$ cat src/rtl/branch_pkg.sv
// Shared definitions for the branch resolve / prediction slice.
//   - RISC-V opcode[6:2] values for conditional branches, JAL and JALR
//   - funct3 codes for the six branch conditions
//   - 2-bit saturating counter type with increment/decrement helpers
//   - squash FSM state encoding
package branch_pkg;

  localparam logic [4:0] OP_BRANCH = 5'b11000;
  localparam logic [4:0] OP_JAL    = 5'b11011;
  localparam logic [4:0] OP_JALR   = 5'b11001;

  localparam logic [2:0] F3_BEQ  = 3'b000;
  localparam logic [2:0] F3_BNE  = 3'b001;
  localparam logic [2:0] F3_BLT  = 3'b100;
  localparam logic [2:0] F3_BGE  = 3'b101;
  localparam logic [2:0] F3_BLTU = 3'b110;
  localparam logic [2:0] F3_BGEU = 3'b111;

  typedef logic [1:0] ctr_t;

  typedef enum logic {
    ST_RUN    = 1'b0,
    ST_SQUASH = 1'b1
  } fsm_state_t;

  function automatic ctr_t sat_inc(input ctr_t c);
    return (c == 2'b11) ? c : c + 2'b01;
  endfunction

  function automatic ctr_t sat_dec(input ctr_t c);
    return (c == 2'b00) ? c : c - 2'b01;
  endfunction

endpackage

$ cat src/rtl/bht_sat_table.sv
// Branch history table of 2-bit saturating counters.
// Ports:
//   clk, rst_n         clock, synchronous active-low reset (all entries <- INIT)
//   rd_idx / rd_ctr    combinational read port (old value on same-cycle write)
//   wr_en, wr_idx,     write port: counter at wr_idx saturating-increments when
//   wr_taken           wr_taken is 1, otherwise saturating-decrements
module bht_sat_table
  import branch_pkg::*;
#(
  parameter int   DEPTH = 64,
  parameter ctr_t INIT  = 2'b01,
  parameter int   IDX_W = $clog2(DEPTH)
) (
  input  logic             clk,
  input  logic             rst_n,
  input  logic [IDX_W-1:0] rd_idx,
  output ctr_t             rd_ctr,
  input  logic             wr_en,
  input  logic [IDX_W-1:0] wr_idx,
  input  logic             wr_taken
);

  ctr_t table_q [DEPTH];

  assign rd_ctr = table_q[rd_idx];

  always_ff @(posedge clk) begin
    if (!rst_n) begin
      for (int i = 0; i < DEPTH; i++) table_q[i] <= INIT;
    end else if (wr_en) begin
      table_q[wr_idx] <= wr_taken ? sat_inc(table_q[wr_idx]) : sat_dec(table_q[wr_idx]);
    end
  end

endmodule

$ cat src/rtl/branch_predict_resolve.sv
// Branch prediction + EX-stage resolution with registered redirect and
// post-redirect squash window.
// Ports:
//   clk, rst_n            clock, synchronous active-low reset
//   f_pc / f_pred_taken   fetch-side BHT lookup (combinational)
//   e_valid, e_inst,      EX slot: instruction, PC, operands, carried
//   e_pc, e_rs1, e_rs2,   prediction and computed taken target
//   e_pred_taken, e_target
//   redirect, redirect_pc registered flush pulse and refetch address
//   stat_branches,        (only with BRANCH_STATS_EN) counts of active
//   stat_mispredicts      control instructions and mispredicts
// Build option: define BRANCH_STATS_EN to add the statistics counters.
//
// state     | meaning
// ST_RUN    | normal resolve; mispredict raises redirect and enters ST_SQUASH
// ST_SQUASH | wrong-path EX slots ignored; down-counter exits at count 1
module branch_predict_resolve
  import branch_pkg::*;
#(
  parameter int   XLEN          = 32,
  parameter int   BHT_ENTRIES   = 64,
  parameter ctr_t CTR_INIT      = 2'b01,
  parameter int   SQUASH_CYCLES = 1
) (
  input  logic            clk,
  input  logic            rst_n,
  input  logic [XLEN-1:0] f_pc,
  output logic            f_pred_taken,
  input  logic            e_valid,
  input  logic [31:0]     e_inst,
  input  logic [XLEN-1:0] e_pc,
  input  logic [XLEN-1:0] e_rs1,
  input  logic [XLEN-1:0] e_rs2,
  input  logic            e_pred_taken,
  input  logic [XLEN-1:0] e_target,
  output logic            redirect,
  output logic [XLEN-1:0] redirect_pc
`ifdef BRANCH_STATS_EN
  ,
  output logic [31:0]     stat_branches,
  output logic [31:0]     stat_mispredicts
`endif
);

  localparam int IDX_W = $clog2(BHT_ENTRIES);
  localparam int SQ_W  = $clog2(SQUASH_CYCLES + 1);

  logic [4:0] opcode;
  logic [2:0] funct3;
  logic       eq, slt, ult;
  logic       ctl, is_br, taken;
  logic       active, mispredict;
  ctr_t       rd_ctr;
  fsm_state_t state;
  logic [SQ_W-1:0] sq_cnt;

  assign opcode = e_inst[6:2];
  assign funct3 = e_inst[14:12];

  assign eq  = (e_rs1 == e_rs2);
  assign slt = ($signed(e_rs1) < $signed(e_rs2));
  assign ult = (e_rs1 < e_rs2);

  // Everything outside opcode/funct3 (including bit 30) plays no part here.
  logic unused_bits;
  assign unused_bits = ^{e_inst[31:15], e_inst[11:7], e_inst[1:0],
                         f_pc[XLEN-1:IDX_W+2], f_pc[1:0], rd_ctr[0]};

  always_comb begin
    ctl   = 1'b0;
    is_br = 1'b0;
    taken = 1'b0;
    case (opcode)
      OP_BRANCH: begin
        is_br = 1'b1;
        ctl   = 1'b1;
        case (funct3)
          F3_BEQ:  taken = eq;
          F3_BNE:  taken = !eq;
          F3_BLT:  taken = slt;
          F3_BGE:  taken = !slt;
          F3_BLTU: taken = ult;
          F3_BGEU: taken = !ult;
          default: begin
            is_br = 1'b0;
            ctl   = 1'b0;
          end
        endcase
      end
      OP_JAL: begin
        ctl   = 1'b1;
        taken = 1'b1;
      end
      OP_JALR: begin
        ctl   = (funct3 == 3'b000);
        taken = ctl;
      end
      default: ;
    endcase
  end

  assign active     = e_valid && ctl && (state == ST_RUN);
  assign mispredict = active && (taken != e_pred_taken);

  bht_sat_table #(
    .DEPTH (BHT_ENTRIES),
    .INIT  (CTR_INIT),
    .IDX_W (IDX_W)
  ) u_bht (
    .clk      (clk),
    .rst_n    (rst_n),
    .rd_idx   (f_pc[IDX_W+1:2]),
    .rd_ctr   (rd_ctr),
    .wr_en    (active && is_br),
    .wr_idx   (e_pc[IDX_W+1:2]),
    .wr_taken (taken)
  );

  assign f_pred_taken = rd_ctr[1];

  always_ff @(posedge clk) begin
    if (!rst_n) begin
      state       <= ST_RUN;
      sq_cnt      <= '0;
      redirect    <= 1'b0;
      redirect_pc <= '0;
    end else begin
      redirect <= 1'b0;
      case (state)
        ST_RUN: begin
          if (mispredict) begin
            redirect    <= 1'b1;
            redirect_pc <= taken ? e_target : e_pc + XLEN'(4);
            state       <= ST_SQUASH;
            sq_cnt      <= SQ_W'(SQUASH_CYCLES);
          end
        end
        ST_SQUASH: begin
          if (sq_cnt == SQ_W'(1)) begin
            state  <= ST_RUN;
            sq_cnt <= '0;
          end else begin
            sq_cnt <= sq_cnt - SQ_W'(1);
          end
        end
        default: begin
          state  <= ST_RUN;
          sq_cnt <= '0;
        end
      endcase
    end
  end

`ifdef BRANCH_STATS_EN
  always_ff @(posedge clk) begin
    if (!rst_n) begin
      stat_branches    <= '0;
      stat_mispredicts <= '0;
    end else begin
      if (active)     stat_branches    <= stat_branches + 32'd1;
      if (mispredict) stat_mispredicts <= stat_mispredicts + 32'd1;
    end
  end
`else
  // Statistics counters are not built.
`endif

endmodule

$ cat config.mk
export PLATFORM = sky130hd
export DESIGN_NAME = branch_predict_resolve
export DESIGN_NICKNAME = d
export VERILOG_FILES = /design/src/rtl/branch_pkg.sv /design/src/rtl/bht_sat_table.sv /design/src/rtl/branch_predict_resolve.sv
export SDC_FILE = /design/constraint.sdc
export NUM_CORES = 1
export LEC_CHECK = 0
export CAP_MARGIN = 20
export CORE_MARGIN = 2
export CORE_UTILIZATION = 46
export DETAILED_ROUTE_END_ITERATION = 12
export MAX_ROUTING_LAYER = met4
export PLACE_DENSITY_LB_ADDON = 0.12
export REMOVE_ABC_BUFFERS = 1
export SYNTH_ARGS = -nofsm -noshare
export SYNTH_HDL_FRONTEND = slang
export SYNTH_SLANG_ARGS = --single-unit
$ cat constraint.sdc
create_clock -name clk -period 3.3 [get_ports clk]
set_clock_uncertainty 0.05 [all_clocks]
set_input_delay 0.495 -clock clk [delete_from_list [all_inputs] [get_ports clk]]
set_output_delay 0.495 -clock clk [all_outputs]
set_load 0.01 [all_outputs]
* Word level (Yosys, flattened, before mapping) *
Memory sizes are Yosys's and may differ from the RTL's.
Index checks and enable logic that the tools add are counted.

cells by class
  $add $sub $neg = 4
  order comparisons = 2
  equality and inequality tests = 12
  mux-type cells = 22
  bitwise operators = 2
  reduce and logical (&&, ||, !) cells = 13

operator list
  kind                                            number
  < comparator 32 bit                             2
  adder 32 x 3 -> 32 bit (second input constant)  1
  == test 32 bit                                  1
  two-way mux 32 bit                              1
  == test 5 bit (second input constant)           3
  == test 3 bit (second input constant)           4
  two-way mux 1 bit                               11
  two-way mux 2 bit                               4
  two-way mux 6 bit                               1
  one-hot mux 1 bit (3 select lines)              2
  one-hot mux 1 bit (6 select lines)              1
  OR reduction 6 bit                              1
  logical AND 1 bit                               4
  one-hot mux 1 bit (2 select lines)              2
  OR reduction 2 bit                              2
  == test 3 x 1 -> 1 bit (second input constant)  1
  logical NOT 1 bit                               3
  logical NOT 3 bit                               1
  adder 2 x 1 -> 2 bit (second input constant)    1
  == test 2 bit (second input constant)           1
  logical NOT 2 bit                               1
  inequality test 2 bit (second input constant)   1
  inverter 1 bit                                  2
  AND reduction 2 bit                             1
  3 further kinds                                 3

word-level totals
  register bits after elaboration = 35
  bits in writable memories = 128
  bits of input ports = 196
  output and inout port bits = 34
  logic and storage cells = 60
  memories = 1

memories
  memory         depth  bits a word  rd ports  clocked after Yosys merged registers in  write ports  RTL line             RTL
  u_bht.table_q  64     2            2         0                                        64           bht_sat_table.sv:23  ctr_t table_q [DEPTH];

* Logic depth before layout (Yosys ltp) *
Gate-level depths: netlist (run 1).

  depth in word-level cells = 12
  depth in mapped cells = 13
  depth with buffers taken out = 10

* Cells and area by module *
Synthesis (run 1) repeated with hierarchy kept, for this count alone.

second synthesis, totals
  cell total of the unflattened synthesis = 1063
  area total of the unflattened synthesis = 10901.7 um2

modules (own cells, without submodules)
  module                  times used  cells an instance  area each (um2)  sequential area each (um2)
  bht_sat_table           1           648                7573.5           3843.7
  branch_predict_resolve  1           415                3328.2           700.7

* Worst setup path after synthesis (run 1) *
Ideal clock, no wire load.

  kind = input to output
  from = input port f_pc[2]
  to = output port f_pred_taken
  arrival = 2.935 ns
  required time = 2.755 ns
  path slack = -0.180 ns
  cell stages on the path = 5
  path buffers = 2
  cells stage by stage = clkbuf_1 buf_1 mux4_2 mux4_2 mux4_2

between the ends
  longest elaborated chain between the ends = 1

RTL lines
  element              RTL line                      RTL
  start: declaration   branch_predict_resolve.sv:27  input logic [XLEN-1:0] f_pc,
  memory (64 x 2 bit)  -
  end: declaration     branch_predict_resolve.sv:28  output logic f_pred_taken,

No other way between the ends.

==> run summary, run 1 <==
The floorplan die area came out at 22,700 sq um. The library cell used most frequently in the layout, excluding fill and tap cells, is sky130_fd_sc_hd__clkdlybuf4s50_1. Once the floorplan was initialized, standard cells occupied 47.0% of the core. The top cell types in the final layout, fill and taps aside, are 152 x sky130_fd_sc_hd__clkdlybuf4s50_1, 130 x sky130_fd_sc_hd__nand2_1, 128 x sky130_fd_sc_hd__edfxtp_1. The endpoint of the lowest-slack register-to-register path is u_bht.table_q[62][0]$_SDFFCE_PN1P_.

The total chip power came out at 5.59 mW. The most critical setup path has its endpoint at u_bht.table_q[26][0]$_SDFFCE_PN1P_. After technology mapping, the gate count stands at 1,008.

The row count came out at 53. Counting stages on the worst path, the most repeated cell is sky130_fd_sc_hd__buf_6. Global routing used 28.5% of the available tracks. The clock drives 163 sinks. STA puts the critical path data required time at 3440 ps. The type of the most critical hold path is reg2reg. The placed wire-length estimate came out at 21,800 um.

IR analysis of the VDD net gives a maximum drop of 328 uV. Across all setup checks in the final design, the least slack found is -0.816 ps. After clock tree synthesis, the clock-pin slew on the worst setup and hold paths is 70 ps. TritonCTS built the clock tree. The longest clock path from root to sink contains 2 buffers. The die boundary height is 151 um.

The share of the cycle needed by the critical path after routing came out at 100%. The count of final hold-check violations is 0. The final max-slew violation count came out at 0. The worst setup path is of the in2reg kind. The critical path data arrival time is 3440 ps.

The checks that failed: setup timing. The residual DRC count is 0. Headroom to the max-slew limit came out at 58.7%. The run finished, with violations left. The worst reg2reg path depth is 8. The fraction of layout instances using a drive strength above 1 is 23.2%. Setup repair after global routing could not meet its margin everywhere. The critical-path maximum fanout is 6. In this run the remaining antenna-violating nets after routing total 0. The detailed router finished its first iteration with 964 violations.

The slew at the pin closest to its max-slew limit came out at 619 ps. The async set-reset flop share out of synthesis came out at 0%. The number of distinct standard cells referenced by the synthesized netlist is 68. The initial antenna violation count is 0.

The source of the critical timing path is e_rs1[18]. The yosys synthesis warning count is 0. Setup slack on the worst reg-to-reg path comes out at 630 ps. The count of input and output buffers came out at 179.

The number of buffers added by the clock tree synthesis step came out at 17. The per-cell via count in the routed design came out at 6.13. The routability-driven placement congestion ratio came out at 0.961. The count of pins on the block boundary came out at 230. The number of global-route vias before repair is 8,703.

The logic depth of the worst setup path including buffers is 13. The leakage dissipation came out at 5.03 nW. The area of the core region is 21,100 sq um. The register bit count reported by yosys came out at 163. The power density over the cells came out at 391 nW/um^2. The top flip-flop cell by instance count after synthesis is sky130_fd_sc_hd__edfxtp_1. The kind of cell adding the most delay to the critical path is buffers and inverters. The count of endpoints failing setup in the final report is 1. The slowest stage of the critical path belongs to the cell sky130_fd_sc_hd__clkdlybuf4s50_1. Counting I/O delays and the setup requirement, the final critical path takes 3300 ps. The sort of element at the end of the critical path is a register. The maximum number of pins on one net before global-route repair came out at 59. The cell area after synthesis is 9900 sq um. Dividing the detail-routed wire length by the instance count gives 22.1 um. The master cell of the clock root buffer is sky130_fd_sc_hd__clkbuf_16. Together, buffers and inverters on the worst path number 4. The number of nets in the final layout is 1,482.

The H-tree depth reported by CTS is 4. From left edge to right edge, the die measures 151 um. The first-pass GRT wire length is 48,100 um. The startpoint identified for the worst register-to-register timing path is u_bht.table_q[2][0]$_SDFFCE_PN1P_. The largest stage delay on the critical path is 460 ps. The number of optimization iterations in the first detailed-route pass is 6.

The total grt overflow is 0. The fmax is 0.303 GHz. Walking the worst path, the cells encountered are clkdlybuf4s50_1 > ha_4 > nand4_1 > nor4_4 > buf_4 > a31o_4 > nand3_4 > a311o_1 > o21ai_2 > buf_6 > maj3_2 > buf_6 > nand2_1.

The post-detailed-routing wire length came out at 34,000 um. The total via count after detailed routing came out at 9,449. The later-pin clock latency in the skew report came out at 440 ps. The relative area change from synthesis to final layout is 44.6%.

The number of buffers inserted for hold repair after clock tree synthesis came out at 0. STA classifies the critical path startpoint as an input pin. Yosys mapped a number of flops with a built-in enable equal to 128. The share of synthesized area occupied by flip-flops and latches came out at 45.9%. The synthesized area per cell came out at 9.82 sq um. Summed over all failing endpoints, the final setup total negative slack is -0.816 ps.

The number of filler cells placed in the layout came out at 1,622. Across the run, the number of max-cap violations was 0.
registers in the layout, indices dropped and copies added, names as in the netlist:
signal and count:
state 1, redirect_pc 32, redirect 1, u_bht.table_q 128, sq_cnt 1
worst min-delay path by stage:
stage,from,to,slack [ps],cells after the start
after CTS,redirect_pc[2]$_SDFFE_PN0P_,redirect_pc[2]$_SDFFE_PN0P_,410,2
after detailed placement,redirect_pc[2]$_SDFFE_PN0P_,redirect_pc[2]$_SDFFE_PN0P_,400,2
final,redirect_pc[1]$_SDFFE_PN0P_,redirect_pc[1]$_SDFFE_PN0P_,410,2
after floorplan,redirect_pc[12]$_SDFFE_PN0P_,redirect_pc[12]$_SDFFE_PN0P_,430,2
after global routing,redirect_pc[27]$_SDFFE_PN0P_,redirect_pc[27]$_SDFFE_PN0P_,430,2
after global placement,redirect_pc[2]$_SDFFE_PN0P_,redirect_pc[2]$_SDFFE_PN0P_,400,2
power breakdown:
group          internal (mW)  switching (mW)
sequential              2.24          0.0276
combinational          0.613           0.561
clock                   1.23           0.919
total                   4.08            1.51
cell type report:
cell class | count | area (sq um) | area share [%]
sequential | 163 | 4540 | 31.7
clock inverter | 14 | 209 | 1.46
multi-input combinational | 719 | 5260 | 36.7
tap | 275 | 344 | 2.40
clock buffer | 18 | 429 | 3.00
timing repair buffer | 316 | 3390 | 23.7
antenna | 1 | 2.50 | 0.0175
inverter | 36 | 135 | 0.944
cells by family after synthesis:
logic type / after synthesis / share of synthesized area, %
XOR/XNOR: 29 / 2.64
adder cells (fa/ha/maj): 35 / 4.40
AO/OA/AOI/OAI: 252 / 17.5
AND/OR/NAND/NOR: 375 / 18.1
flip-flops: 163 / 45.9
multiplexers: 25 / 5.18
buffers and inverters: 129 / 6.27
metal layers:
metal  vias up  GRT usage [%]  wire length (um)
li1       4291              -                 -
met1      4437           37.9             13400
met2       615           44.0             15500
met3       106           6.39              3910
met4         0           8.32              1160
met5         -              -                 0
Yosys cell counts, types with 12 or more instances:
master | instances | area (sq um)
sky130_fd_sc_hd__a31oi_1 | 18 | 113
sky130_fd_sc_hd__nand3_1 | 14 | 70.1
sky130_fd_sc_hd__clkbuf_1 | 58 | 218
sky130_fd_sc_hd__buf_6 | 14 | 158
sky130_fd_sc_hd__nor3_1 | 69 | 345
sky130_fd_sc_hd__edfxtp_1 | 128 | 3840
sky130_fd_sc_hd__inv_1 | 36 | 135
sky130_fd_sc_hd__o21ai_0 | 74 | 370
sky130_fd_sc_hd__a21oi_1 | 16 | 80.1
sky130_fd_sc_hd__a22oi_1 | 59 | 443
sky130_fd_sc_hd__a22o_1 | 14 | 123
sky130_fd_sc_hd__nand4_1 | 16 | 100
sky130_fd_sc_hd__a221oi_1 | 12 | 105
sky130_fd_sc_hd__ha_1 | 33 | 413
sky130_fd_sc_hd__nand2_1 | 132 | 495
sky130_fd_sc_hd__dfxtp_1 | 35 | 701
sky130_fd_sc_hd__o22ai_1 | 23 | 144
sky130_fd_sc_hd__xnor2_1 | 14 | 123
sky130_fd_sc_hd__nor2_1 | 83 | 312
sky130_fd_sc_hd__buf_2 | 16 | 80.1
sky130_fd_sc_hd__mux4_2 | 21 | 473
sky130_fd_sc_hd__xor2_1 | 14 | 123
per-stage QoR:
step	std cells	util [%]	cell area (sq um)	setup slack, ps	hold WS [ps]
after floorplan	915	-	9420	-166	430
after global placement	1478	59.7	12600	-499	396
after detailed placement	1478	59.7	12600	-482	401
after CTS	1517	63.3	13400	25.3	410
after global routing	1541	67.9	14300	-87.9	432
final	1542	67.9	14300	-0.816	409
worst min-delay path, cell delays in order, from the launching register on:
cell and delay, ps:
sky130_fd_sc_hd__dfxtp_1 310, sky130_fd_sc_hd__nand2_1 50, sky130_fd_sc_hd__a22oi_1 50
what timing repair did:
| item | CTS | global route |
|---|---|---|
| setup buffers | 4 | 7 |
| cloned | 3 | 17 |
| pin swaps | 7 | 35 |
| gates resized for setup | 15 | 114 |
| endpoints found under the setup margin | 53 | 154 |
Note: power is estimated with default switching activity, not from simulation.
==> run 2: changes to the inputs <==
--- a/config.mk
+++ b/config.mk
@@ -5,7 +5,7 @@
 export SDC_FILE = /design/constraint.sdc
 export NUM_CORES = 1
 export LEC_CHECK = 0
-export CAP_MARGIN = 20
+export CAP_MARGIN = 0
 export CORE_MARGIN = 2
 export CORE_UTILIZATION = 46
 export DETAILED_ROUTE_END_ITERATION = 12
==> results of run 2 <==
Same layout as run 1: the final DEF is identical, and so are final timing and power.
==> run 3: changes to the inputs <==
--- a/config.mk
+++ b/config.mk
@@ -5,9 +5,10 @@
 export SDC_FILE = /design/constraint.sdc
 export NUM_CORES = 1
 export LEC_CHECK = 0
+export ABC_AREA = 1
 export CAP_MARGIN = 0
-export CORE_MARGIN = 2
-export CORE_UTILIZATION = 46
+export CORE_MARGIN = 4
+export CORE_UTILIZATION = 47
 export DETAILED_ROUTE_END_ITERATION = 12
 export MAX_ROUTING_LAYER = met4
 export PLACE_DENSITY_LB_ADDON = 0.12
==> run summary, run 3 <==
Status: finished clean (was complete, but fails checks). The number of global-route vias before repair came out at 10,000 (was 8,703). The worst path buffer plus inverter count is 4 (unchanged). The top cell type by total area after synthesis is sky130_fd_sc_hd__edfxtp_1 (unchanged). The number of distinct standard cells referenced by the synthesized netlist came to 46 (was 68).

The relative area change from synthesis to final layout is 28.4% (was 44.6%). The kind of cell adding the most delay to the critical path was buffers and inverters (unchanged). The total via count after detailed routing came to 10,300 (was 9,449). The placed wire-length estimate came out at 23,800 um (was 21,800 um). The slew at the pin closest to its max-slew limit is 618 ps (was 619 ps). The register share of total power is 44.4% (was 40.5%). The number of optimization iterations in the first detailed-route pass is 6 (unchanged). The maximum number of pins on one net before global-route repair came out at 100 (was 59). The clock-pin slew of the registers on the worst-case setup and hold paths came to 70 ps (about the same). The startpoint of the lowest-slack register-to-register path was u_bht.table_q[40][0]$_SDFFCE_PN1P_ (was u_bht.table_q[2][0]$_SDFFCE_PN1P_).

The category of the worst setup path launch point is an input pin (unchanged). The per-cell via count in the routed design is 5.30 (was 6.13). The worst IR drop on VDD came out at 351 uV (was 328 uV). The overall die width is 160 um (was 151 um). The count of placed standard cells including taps came out at 1,913 (was 1,478). The violation count after the first detailed-route iteration is 1,019 (was 964).

The floorplan die area is 25,500 sq um (was 22,700 sq um). The source of the critical timing path is f_pc[3] (was e_rs1[18]). The leakage dissipation came out at 5.73 nW (was 5.03 nW). The register with the highest flop count is u_bht.table_q (unchanged). The number of enable flip-flop cells after synthesis is 128 (unchanged). The final max-slew violation count came out at 0 (unchanged).

The synthesized area per cell was 7.49 sq um (was 9.82 sq um). The effective utilization at floorplan is 47.8% (was 47.0%). The residual DRC count came out at 0 (unchanged). The fraction of layout instances using a drive strength above 1 is 9.95% (was 23.2%).

The row count came to 55 (was 53). The global routing met1 resource utilization came out at 34.3% (was 37.9%). The overall fraction of global-route tracks in use is 26.6% (was 28.5%). The post-layout worst setup margin is 191 ps (was -0.816 ps). The share of the cycle needed by the critical path after routing is 94.2% (was 100%). The type of the most critical hold path is reg2reg (unchanged).

The sort of element at the end of the critical path is an output pin (was register). The post-detailed-routing wire length came out at 33,400 um (was 34,000 um). The H-tree depth reported by CTS is 4 (unchanged). Commonest non-fill, non-tap cells in the layout: 325 x sky130_fd_sc_hd__nand2_1, 249 x sky130_fd_sc_hd__nor2_1, 227 x sky130_fd_sc_hd__inv_1 (was 152 x sky130_fd_sc_hd__clkdlybuf4s50_1, 130 x sky130_fd_sc_hd__nand2_1, 128 x sky130_fd_sc_hd__edfxtp_1). The first-pass GRT wire length was 52,700 um (was 48,100 um).

The switching power as a share of total power is 27.4% (was 27.0%). The met2 track demand over resource is 41.8% (was 44.0%). The flip-flop count of the largest register, all copies and words added is 128 (unchanged). The count of input and output buffers was 179 (unchanged).

Setup repair after global routing missed its margin: no (was yes). Regs by FF count: u_bht.table_q (128), redirect_pc (32) (unchanged). The initial antenna violation count is 0 (unchanged). The total chip power came out at 5.09 mW (was 5.59 mW).

The cell with the biggest individual delay on the critical path is sky130_fd_sc_hd__clkdlybuf4s50_1 (unchanged). The register bit count reported by yosys is 163 (unchanged). The routability-driven placement congestion ratio was 0.989 (was 0.961). The required time at the worst-slack endpoint came to 2750 ps (was 3440 ps). The critical path data arrival time is 2560 ps (was 3440 ps). The master cell of the clock root buffer is sky130_fd_sc_hd__clkbuf_16 (unchanged). The most numerous cell in the Yosys netlist was sky130_fd_sc_hd__nand2_1 (unchanged). The clock sink count came out at 163 (unchanged). The maximum root-to-sink buffer count came out at 2 (unchanged). The most frequent standard cell in the layout excluding fill and tap cells is sky130_fd_sc_hd__nand2_1 (was sky130_fd_sc_hd__clkdlybuf4s50_1). The count of final hold-check violations came to 0 (unchanged). The TritonCTS clock tree is built (unchanged). The count of endpoints failing setup in the final report came out at 0 (was 1).

The share of the synthesized area in the top cell type is 35.5% (was 38.8%). The met3 global-route usage is 5.99% (was 6.39%). The switching power came out at 1.39 mW (was 1.51 mW). The total grt overflow is 0 (unchanged). The internal portion of total power came out at 3.69 mW (was 4.08 mW).

The die boundary height is 160 um (was 151 um). The share of synthesized area occupied by flip-flops and latches came out at 42.0% (was 45.9%). The largest stage delay on the critical path is 500 ps (was 460 ps).

The fraction of power consumed by the clock network is 37.6% (was 38.5%). The number of nets in the final layout is 1,876 (was 1,482). The beginning of the worst hold path is redirect_pc[3]$_SDFFE_PN0P_ (was redirect_pc[1]$_SDFFE_PN0P_).

The cell occurring most often along the worst timing path is sky130_fd_sc_hd__o21ai_0 (was sky130_fd_sc_hd__buf_6). The area of the core region came out at 22,600 sq um (was 21,100 sq um). The reported max-cap violation count came out at 0 (unchanged).

The count of pins on the block boundary came out at 230 (unchanged). The cell area after synthesis came out at 10,800 sq um (was 9900 sq um). The post-CTS setup buffer count is 0 (was 4).

The final routed wire length divided by cell count is 17.2 um (was 22.1 um). The fmax came out at 0.322 GHz (was 0.303 GHz). The top flip-flop cell by instance count after synthesis is sky130_fd_sc_hd__edfxtp_1 (unchanged). The residual antenna-violating net count after detailed routing is 0 (unchanged). Cells along the critical path: clkdlybuf4s50_1 > buf_12 > buf_4 > o21ai_0 > o21ai_0 > o21ai_0 > o22ai_1 > o211ai_1 > o31ai_2 > dlygate4sd2_1 (was clkdlybuf4s50_1 > ha_4 > nand4_1 > nor4_4 > buf_4 > a31o_4 > nand3_4 > a311o_1 > o21ai_2 > buf_6 > maj3_2 > buf_6 > nand2_1). The synthesized netlist cell count is 1,443 (was 1,008). The class of the most critical setup path is in2out (was in2reg). The later-pin clock latency in the skew report is 430 ps (was 440 ps). The count of placed standard cells in the final layout, fillers left out came out at 1,944 (was 1,542). The power density over the cells came out at 366 nW/um^2 (was 391 nW/um^2). Top area cells in the synthesized netlist: sky130_fd_sc_hd__edfxtp_1 36%, sky130_fd_sc_hd__nand2_1 11%, sky130_fd_sc_hd__nor2_1 8.6% (was sky130_fd_sc_hd__edfxtp_1 39%, sky130_fd_sc_hd__dfxtp_1 7.1%, sky130_fd_sc_hd__nand2_1 5.0%).

The yosys synthesis warning count is 0 (unchanged). The async set-reset flop share out of synthesis is 0% (unchanged). The most used routing layer in global routing is met2 (unchanged). The worst slew margin relative to its limit came out at 58.4% (was 58.7%). The number of buffers inserted for hold repair after clock tree synthesis came out at 0 (unchanged). The placement-stage worst setup slack is -166 ps (was -482 ps). Most used standard cells in the synthesized netlist: 325 x sky130_fd_sc_hd__nand2_1, 249 x sky130_fd_sc_hd__nor2_1, 227 x sky130_fd_sc_hd__inv_1 (was 132 x sky130_fd_sc_hd__nand2_1, 128 x sky130_fd_sc_hd__edfxtp_1, 83 x sky130_fd_sc_hd__nor2_1).

The shortest clock period the worst path allows after layout came out at 3110 ps (was 3300 ps). The number of buffers added by the clock tree synthesis step is 17 (unchanged). The combinational share of power was 17.9% (was 21.0%).

The critical-path maximum fanout was 19 (was 6). The number of diodes was 0 (was 1).
[run 3: cell count changes after synthesis, moves of 36 or more]
| cell | change |
|---|---|
| sky130_fd_sc_hd__a22oi_1 | -53 |
| sky130_fd_sc_hd__nor2_1 | +166 |
| sky130_fd_sc_hd__nand2_1 | +193 |
| sky130_fd_sc_hd__nor3_1 | -55 |
| sky130_fd_sc_hd__inv_1 | +191 |
| sky130_fd_sc_hd__nand3_1 | +96 |
| sky130_fd_sc_hd__clkbuf_1 | -36 |
[run 3: stage by stage]
step	area, sq um	hold slack, ps	TNS, ps	utilization (%)
3_3_place_gp	13300	436	-8710	58.8
6_report	13900	458	0	61.3
4_1_cts	13900	462	0	61.3
2_1_floorplan	10400	420	-87610	-
5_1_grt	13900	495	0	61.3
3_5_place_dp	13300	448	-12910	58.8
[run 3: final cells by class]
| class | instances | area [sq um] |
|---|---|---|
| well taps | 285 | 357 |
| flip-flops and latches | 163 | 4540 |
| repair buffers | 252 | 2560 |
| inverters | 234 | 881 |
| clock inverters | 13 | 126 |
| fillers | 1999 | 8760 |
| clock buffers | 18 | 429 |
| multi-input cells | 979 | 4980 |
[run 3: worst reg2reg max path, cell delays in order (launching register included)]
cell and delay, ps:
sky130_fd_sc_hd__edfxtp_1 420, sky130_fd_sc_hd__nand4_1 110, sky130_fd_sc_hd__o21ai_0 120, sky130_fd_sc_hd__a221oi_2 200, sky130_fd_sc_hd__nand3_1 150, sky130_fd_sc_hd__nand2_1 110
sky130_fd_sc_hd__nand4_2 140, sky130_fd_sc_hd__nor2_4 200, sky130_fd_sc_hd__nand2_1 110, sky130_fd_sc_hd__nand2_4 160, sky130_fd_sc_hd__buf_12 200, sky130_fd_sc_hd__nor2_1 70
[run 3: layer usage]
| metal | vias up | share of wire, % | routed length (um) |
|---|---|---|---|
| met1 | 4663 | 42 | 14100 |
| li1 | 5073 | - | - |
| met4 | 0 | 3.2 | 1080 |
| met2 | 494 | 45 | 15200 |
| met5 | - | 0 | 0 |
| met3 | 80 | 9.3 | 3110 |
[run 3: timing repair]
action / 4_1_cts / 5_1_grt
resized for setup: 3 / 1
endpoints found under the setup margin: 1 / 1
pin swaps: 0 / 1
[run 3: cells by family (layout without fill, tap and decap cells)]
group	Yosys count	after routing	share of synthesized area, %
and+or+nand+nor	776	776	31.6
buffers and inverters	301	517	12.0
DFF	163	163	42.0
AOI/OAI and AO/OA	143	143	8.30
adders and majority gates	33	33	3.82
xor gates and xnor gates	27	27	2.19
[run 3: power by group through the flow]
stage          Combinational, mW  Sequential [mW]  Clock [mW]
2_1_floorplan              0.392             2.30           0
5_1_grt                    0.993             2.26        2.02
3_3_place_gp               0.890             2.30           0
6_report                   0.911             2.26        1.92
3_5_place_dp               0.901             2.30           0
4_1_cts                    0.907             2.26        1.93
[run 3: path summary, 6_finish.rpt]
path	cells past startpoint	slack [ps]	end
max reg2reg	11	1010	u_bht.table_q[3][1]$_SDFFCE_PN0P_
min reg2reg	4	460	redirect_pc[3]$_SDFFE_PN0P_
min	4	460	redirect_pc[3]$_SDFFE_PN0P_
max	10	190	f_pred_taken
